[config.mk]
export PLATFORM = sky130hd
export DESIGN_NAME = uart_rx
export DESIGN_NICKNAME = d
export VERILOG_FILES = /design/src/rtl/uart_pkg.sv /design/src/rtl/sync_2ff.sv /design/src/rtl/uart_rx.sv
export SDC_FILE = /design/constraint.sdc
export NUM_CORES = 1
export LEC_CHECK = 0
export CORE_ASPECT_RATIO = 0.5
export CORE_MARGIN = 3
export CORE_UTILIZATION = 35
export DETAILED_ROUTE_END_ITERATION = 6
export HOLD_SLACK_MARGIN = 0.15
export MAX_ROUTING_LAYER = met4
export PLACE_DENSITY_LB_ADDON = 0.3
export SETUP_SLACK_MARGIN = 0.02
export SYNTH_ARGS = -nofsm -noshare
export SYNTH_HDL_FRONTEND = slang
export SYNTH_SLANG_ARGS = --single-unit
[constraint.sdc]
create_clock -name clk -period 2.2 [get_ports clk]
set_clock_uncertainty 0.1 [all_clocks]
set_input_delay 0.44 -clock clk [delete_from_list [all_inputs] [get_ports clk]]
set_output_delay 0.44 -clock clk [all_outputs]
set_load 0.1 [all_outputs]
[src/rtl/uart_pkg.sv]
// Shared UART definitions: receiver/transmitter frame state encoding.
package uart_pkg;

    typedef enum logic [2:0] {
        IDLE   = 3'd0,
        START  = 3'd1,
        DATA   = 3'd2,
        PARITY = 3'd3,
        STOP   = 3'd4
    } uart_state_t;

endpackage

[src/rtl/sync_2ff.sv]
// Two-flop synchronizer for a single asynchronous bit, configurable reset value.
module sync_2ff #(
    parameter logic RESET_VALUE = 1'b1
) (
    input  logic clk,
    input  logic reset,
    input  logic d,
    output logic q
);

    logic meta;

    always_ff @(posedge clk or posedge reset) begin
        if (reset) begin
            meta <= RESET_VALUE;
            q    <= RESET_VALUE;
        end else begin
            meta <= d;
            q    <= meta;
        end
    end

endmodule

[src/rtl/uart_rx.sv]
// Oversampling UART receiver: start/data/optional odd parity/stop, mid-bit sampling.
module uart_rx
    import uart_pkg::*;
#(
    parameter int unsigned DATA_BITS  = 8,
    parameter int unsigned OVERSAMPLE = 16
) (
    input  logic                 clk,
    input  logic                 reset,
    input  logic                 sample_tick,
    input  logic                 rx_pin,
    input  logic                 parity_enable,
    output logic [DATA_BITS-1:0] rx_data,
    output logic                 rx_valid,
    output logic                 parity_error,
    output logic                 framing_error,
    output logic                 rx_busy
);

    localparam int unsigned CNT_W = $clog2(OVERSAMPLE);
    localparam int unsigned IDX_W = $clog2(DATA_BITS);
    localparam logic [CNT_W-1:0] HALF_CNT = CNT_W'(OVERSAMPLE / 2 - 1);
    localparam logic [CNT_W-1:0] FULL_CNT = CNT_W'(OVERSAMPLE - 1);
    localparam logic [IDX_W-1:0] LAST_IDX = IDX_W'(DATA_BITS - 1);

    uart_state_t          state, state_n;
    logic [CNT_W-1:0]     cnt, cnt_n;
    logic [IDX_W-1:0]     bit_idx, bit_idx_n;
    logic [DATA_BITS-1:0] shift, shift_n;
    logic                 par_en_q, par_en_n;
    logic                 par_flag, par_flag_n;
    logic [DATA_BITS-1:0] rx_data_n;
    logic                 rx_valid_n, parity_error_n, framing_error_n, rx_busy_n;
    logic                 rx_s, rx_prev;
    logic [1:0]           settle;
    logic                 fall;

    sync_2ff #(.RESET_VALUE(1'b1)) u_sync (
        .clk   (clk),
        .reset (reset),
        .d     (rx_pin),
        .q     (rx_s)
    );

    // Edge detector stays disarmed until the synchronizer has flushed its reset value,
    // so a line held low through reset never looks like a falling edge.
    always_ff @(posedge clk or posedge reset) begin
        if (reset) begin
            settle  <= 2'b00;
            rx_prev <= 1'b0;
        end else begin
            settle  <= {settle[0], 1'b1};
            rx_prev <= settle[1] ? rx_s : 1'b0;
        end
    end

    assign fall = rx_prev & ~rx_s;

    always_ff @(posedge clk or posedge reset) begin
        if (reset) begin
            state         <= IDLE;
            cnt           <= '0;
            bit_idx       <= '0;
            shift         <= '0;
            par_en_q      <= 1'b0;
            par_flag      <= 1'b0;
            rx_data       <= '0;
            rx_valid      <= 1'b0;
            parity_error  <= 1'b0;
            framing_error <= 1'b0;
            rx_busy       <= 1'b0;
        end else begin
            state         <= state_n;
            cnt           <= cnt_n;
            bit_idx       <= bit_idx_n;
            shift         <= shift_n;
            par_en_q      <= par_en_n;
            par_flag      <= par_flag_n;
            rx_data       <= rx_data_n;
            rx_valid      <= rx_valid_n;
            parity_error  <= parity_error_n;
            framing_error <= framing_error_n;
            rx_busy       <= rx_busy_n;
        end
    end

    always_comb begin
        state_n         = state;
        cnt_n           = cnt;
        bit_idx_n       = bit_idx;
        shift_n         = shift;
        par_en_n        = par_en_q;
        par_flag_n      = par_flag;
        rx_data_n       = rx_data;
        rx_valid_n      = 1'b0;
        parity_error_n  = parity_error;
        framing_error_n = framing_error;
        rx_busy_n       = rx_busy;

        case (state)
            IDLE: begin
                if (fall) begin
                    state_n    = START;
                    cnt_n      = '0;
                    rx_busy_n  = 1'b1;
                    par_en_n   = parity_enable;
                    par_flag_n = 1'b0;
                end
            end
            START: begin
                if (sample_tick) begin
                    if (cnt == HALF_CNT) begin
                        if (rx_s) begin
                            state_n   = IDLE;
                            rx_busy_n = 1'b0;
                        end else begin
                            state_n   = DATA;
                            cnt_n     = '0;
                            bit_idx_n = '0;
                        end
                    end else begin
                        cnt_n = cnt + CNT_W'(1);
                    end
                end
            end
            DATA: begin
                if (sample_tick) begin
                    if (cnt == FULL_CNT) begin
                        cnt_n            = '0;
                        shift_n[bit_idx] = rx_s;
                        if (bit_idx == LAST_IDX) begin
                            state_n = par_en_q ? PARITY : STOP;
                        end else begin
                            bit_idx_n = bit_idx + IDX_W'(1);
                        end
                    end else begin
                        cnt_n = cnt + CNT_W'(1);
                    end
                end
            end
            PARITY: begin
                if (sample_tick) begin
                    if (cnt == FULL_CNT) begin
                        cnt_n      = '0;
                        par_flag_n = (rx_s != ~^shift);
                        state_n    = STOP;
                    end else begin
                        cnt_n = cnt + CNT_W'(1);
                    end
                end
            end
            STOP: begin
                if (sample_tick) begin
                    if (cnt == FULL_CNT) begin
                        cnt_n           = '0;
                        state_n         = IDLE;
                        rx_data_n       = shift;
                        rx_valid_n      = 1'b1;
                        parity_error_n  = par_flag;
                        framing_error_n = ~rx_s;
                        rx_busy_n       = 1'b0;
                    end else begin
                        cnt_n = cnt + CNT_W'(1);
                    end
                end
            end
            default: begin
                state_n   = IDLE;
                rx_busy_n = 1'b0;
            end
        endcase
    end

endmodule
==> results of run 1 <==
state kept, by name, indices dropped and copies added (netlist names), 2 cells and up:
name     cells
bit_idx      3
cnt          4
rx_data      8
settle       2
shift        8
state        3
cells by family (layout without fill, tap and decap cells):
kind of cell             after synthesis  in the layout  synth area share [%]
adder cells (fa/ha/maj)                3              3                  2.02
buffers and inverters                 14             45                  3.37
AO/OA/AOI/OAI                         30             30                  11.9
flip-flops                            37             37                  50.0
other                                  1              1                 0.202
XOR/XNOR                               7              7                  4.05
AND/OR/NAND/NOR                       46             46                  14.7
multiplexers                          23             23                  13.7
cells in the final DEF, fill, tap and decap left out, drive strengths merged, types with 3 or more instances in the layout:
master,n
nor2b,3
ha,3
nand2,7
buf,25
nor2,7
clkdlybuf4s50,4
mux2i,4
o2111ai,3
o21ai,9
xnor2,5
nand3,6
nor3,4
a21oi,4
mux2,19
inv,8
clkbuf,6
dfrtp,35
through the flow:
stage                     instance area (sq um)  TNS, ns  instances  utilization (%)
after floorplan                            1860        0        161                -
after global placement                     2150   -0.376        254             42.8
after detailed placement                   2150   -0.386        254             42.8
after CTS                                  2260        0        262             45.0
after global routing                       2260        0        262             45.0
final                                      2260        0        262             45.0
report_power, final:
part | switching (mW) | leakage [nW] | internal [mW]
Clock | 0.253 | 0.0554 | 0.340
Sequential | 0.0934 | 0.495 | 0.767
Combinational | 0.405 | 0.515 | 0.316
area by class of cell:
| type | instances | area [sq um] |
|---|---|---|
| fillers | 482 | 2760 |
| flip-flops and latches | 37 | 928 |
| multi-input cells | 110 | 865 |
| repair buffers | 29 | 240 |
| well taps | 70 | 87.6 |
| clock buffers | 6 | 72.6 |
| clock inverters | 2 | 38.8 |
| inverters | 8 | 30.0 |
final timing paths:
path                             startpoint    endpoint  slack [ns]  cells past startpoint
worst max register to register       cnt[0]    shift[2]        0.23                      5
max in group asynchronous             reset    u_sync.q        1.20                      3
worst min register to register  u_sync.meta    u_sync.q        0.26                      0
worst min-delay path            u_sync.meta    u_sync.q        0.26                      0
min in group asynchronous             reset  rx_data[7]        0.45                      3
worst max-delay path            sample_tick    shift[2]        0.23                      5
metal layers:
metal | vias up | routed length, um | global-route usage (%)
met5 | - | 0 | -
met4 | 0 | 62 | 4.86
met3 | 5 | 116 | 4.41
met2 | 15 | 1670 | 19.4
met1 | 655 | 1860 | 18.7
li1 | 641 | - | -
critical path: stages:
cell,delay (ns)
clkdlybuf4s50_1,0.54
nand4_1,0.13
or3_4,0.41
nor3_1,0.17
mux2_2,0.36
==> key figures, run 1 <==
Run status
  – Outcome: finished, final reports clean

Clocking
  – Worst skew pair latency: 0.30 ns
  – Hold_buf cts: 0
  – Post_cts resized: 0
  – CTS H-tree depth: 2
  – Clk sink count: 37
  – Clock slew at reported path FFs: 0.08 ns
  – CTS root buffer: clkbuf_8
  – CTS tree: done
  – Setup bufs post-CTS: 0
  – CTS Buf Count: 5
  – Clock tree buffer depth: 2

Floorplanning
  – Core ar.: between 5000 and 6000 sq um
  – Starting Density: 36.9%
  – Die Y: 57.5 um
  – # IOs: 17
  – Site Rows: 18
  – Die width: 109 um
  – Die area: 6260 sq um

Timing
  – Setup-failing EPs final: 0
  – Crit share post-route: between 80% and 90%
  – Fin crit period: 1.97 ns
  – Worst Tran Pin Value: just over 0.6 ns
  – Max Fclk: 509 MHz
  – Hold WS: 0.257 ns
  – Relative slew slack: 58.7%
  – Worst Slack Setup Final: 0.235 ns
  – RSZ-0062 raised after global routing: false
  – Fin. max-slew vios: 0
  – Hold Fails Final Rpt: 0

Power and ir drop
  – Leakage: 1.07 nW
  – Cell area power density: roughly 960 nW/um^2
  – Total power: 2.18 mW
  – Max VDD drop: 0.000301 V

Worst setup path
  – Setup crit end kind: register
  – Critical Path RT: 2.29 ns
  – CP Class: in -> reg
  – CP arrival: 2.05 ns
  – Crit path launch type: input pin
  – Worst-path fanout max: 4

Synth
  – Synth unique cells: 52
  – Ys Warns: 0
  – Synthesized net count: 169
  – Top cells by count, synth: dfrtp_1, mux2_2, o21ai_0, inv_1, nand2_1
  – #FFs+latches synth: 37
  – Largest cells by area after synthesis: dfrtp_1, mux2_2, dfstp_2, o21ai_0, xnor2_1
  – Sequential-to-total area share from yosys stat: 50.0%
  – Post-synth top area cell: dfrtp_1
  – Synthesized area: 1860 sq um
  – Avg Cell Area, Syn: 11.5 sq um
  – Post-Syn Instances: 161
  – Post-synth EDFFs: 0
  – Synth async-reset ratio: 100%
  – Prevailing post-synth register cell: dfrtp_1
  – Share of the synthesized area in the top cell type: 47.2%
  – Count leader, synth: dfrtp_1

GRT
  – Grt total ovfl: 0
  – Pin count of the biggest net entering global routing: 38
  – First-pass GRT wire length: 6.42 mm
  – Antenna violations before repair: 0
  – Global Route Usage Sum: 13.8%
  – Number of global-route vias before repair: roughly 1,300

Final layout
  – N_diodes: 0
  – Layout area overhead: 21.9%
  – Layout cell share with drive strength beyond 1: a little under a third
  – Nets: 199

Detailed routing
  – Vias: roughly 1,300
  – Number of routed nets with antenna violations: 0
  – DRC viols: 0
  – DR WL/cell: 14.1 um
  – DRT iter0 DRCs: 42
  – Drt via density: 5.02
  – DR pass1 iterations: 4
  – Final wirelength: between 3 and 4 mm

Run
  – Max-Cap Viols: 0

Placement
  – Post-DP HPWL: 2.58 mm
  – Port Buffers: 16
  – Placement Setup Slack: -0.0923 ns
  – Placer Congestion: 0.853

Worst hold path
  – Hold Path Class: reg -> reg
No activity file was read; power rests on OpenSTA's default activity.
==> inputs of run 2 (changes only) <==
Settings changed: SETUP_SLACK_MARGIN 0.02 to default.
==> results of run 2 <==
Same layout as run 1: the final DEF is identical, and so are final timing and power.
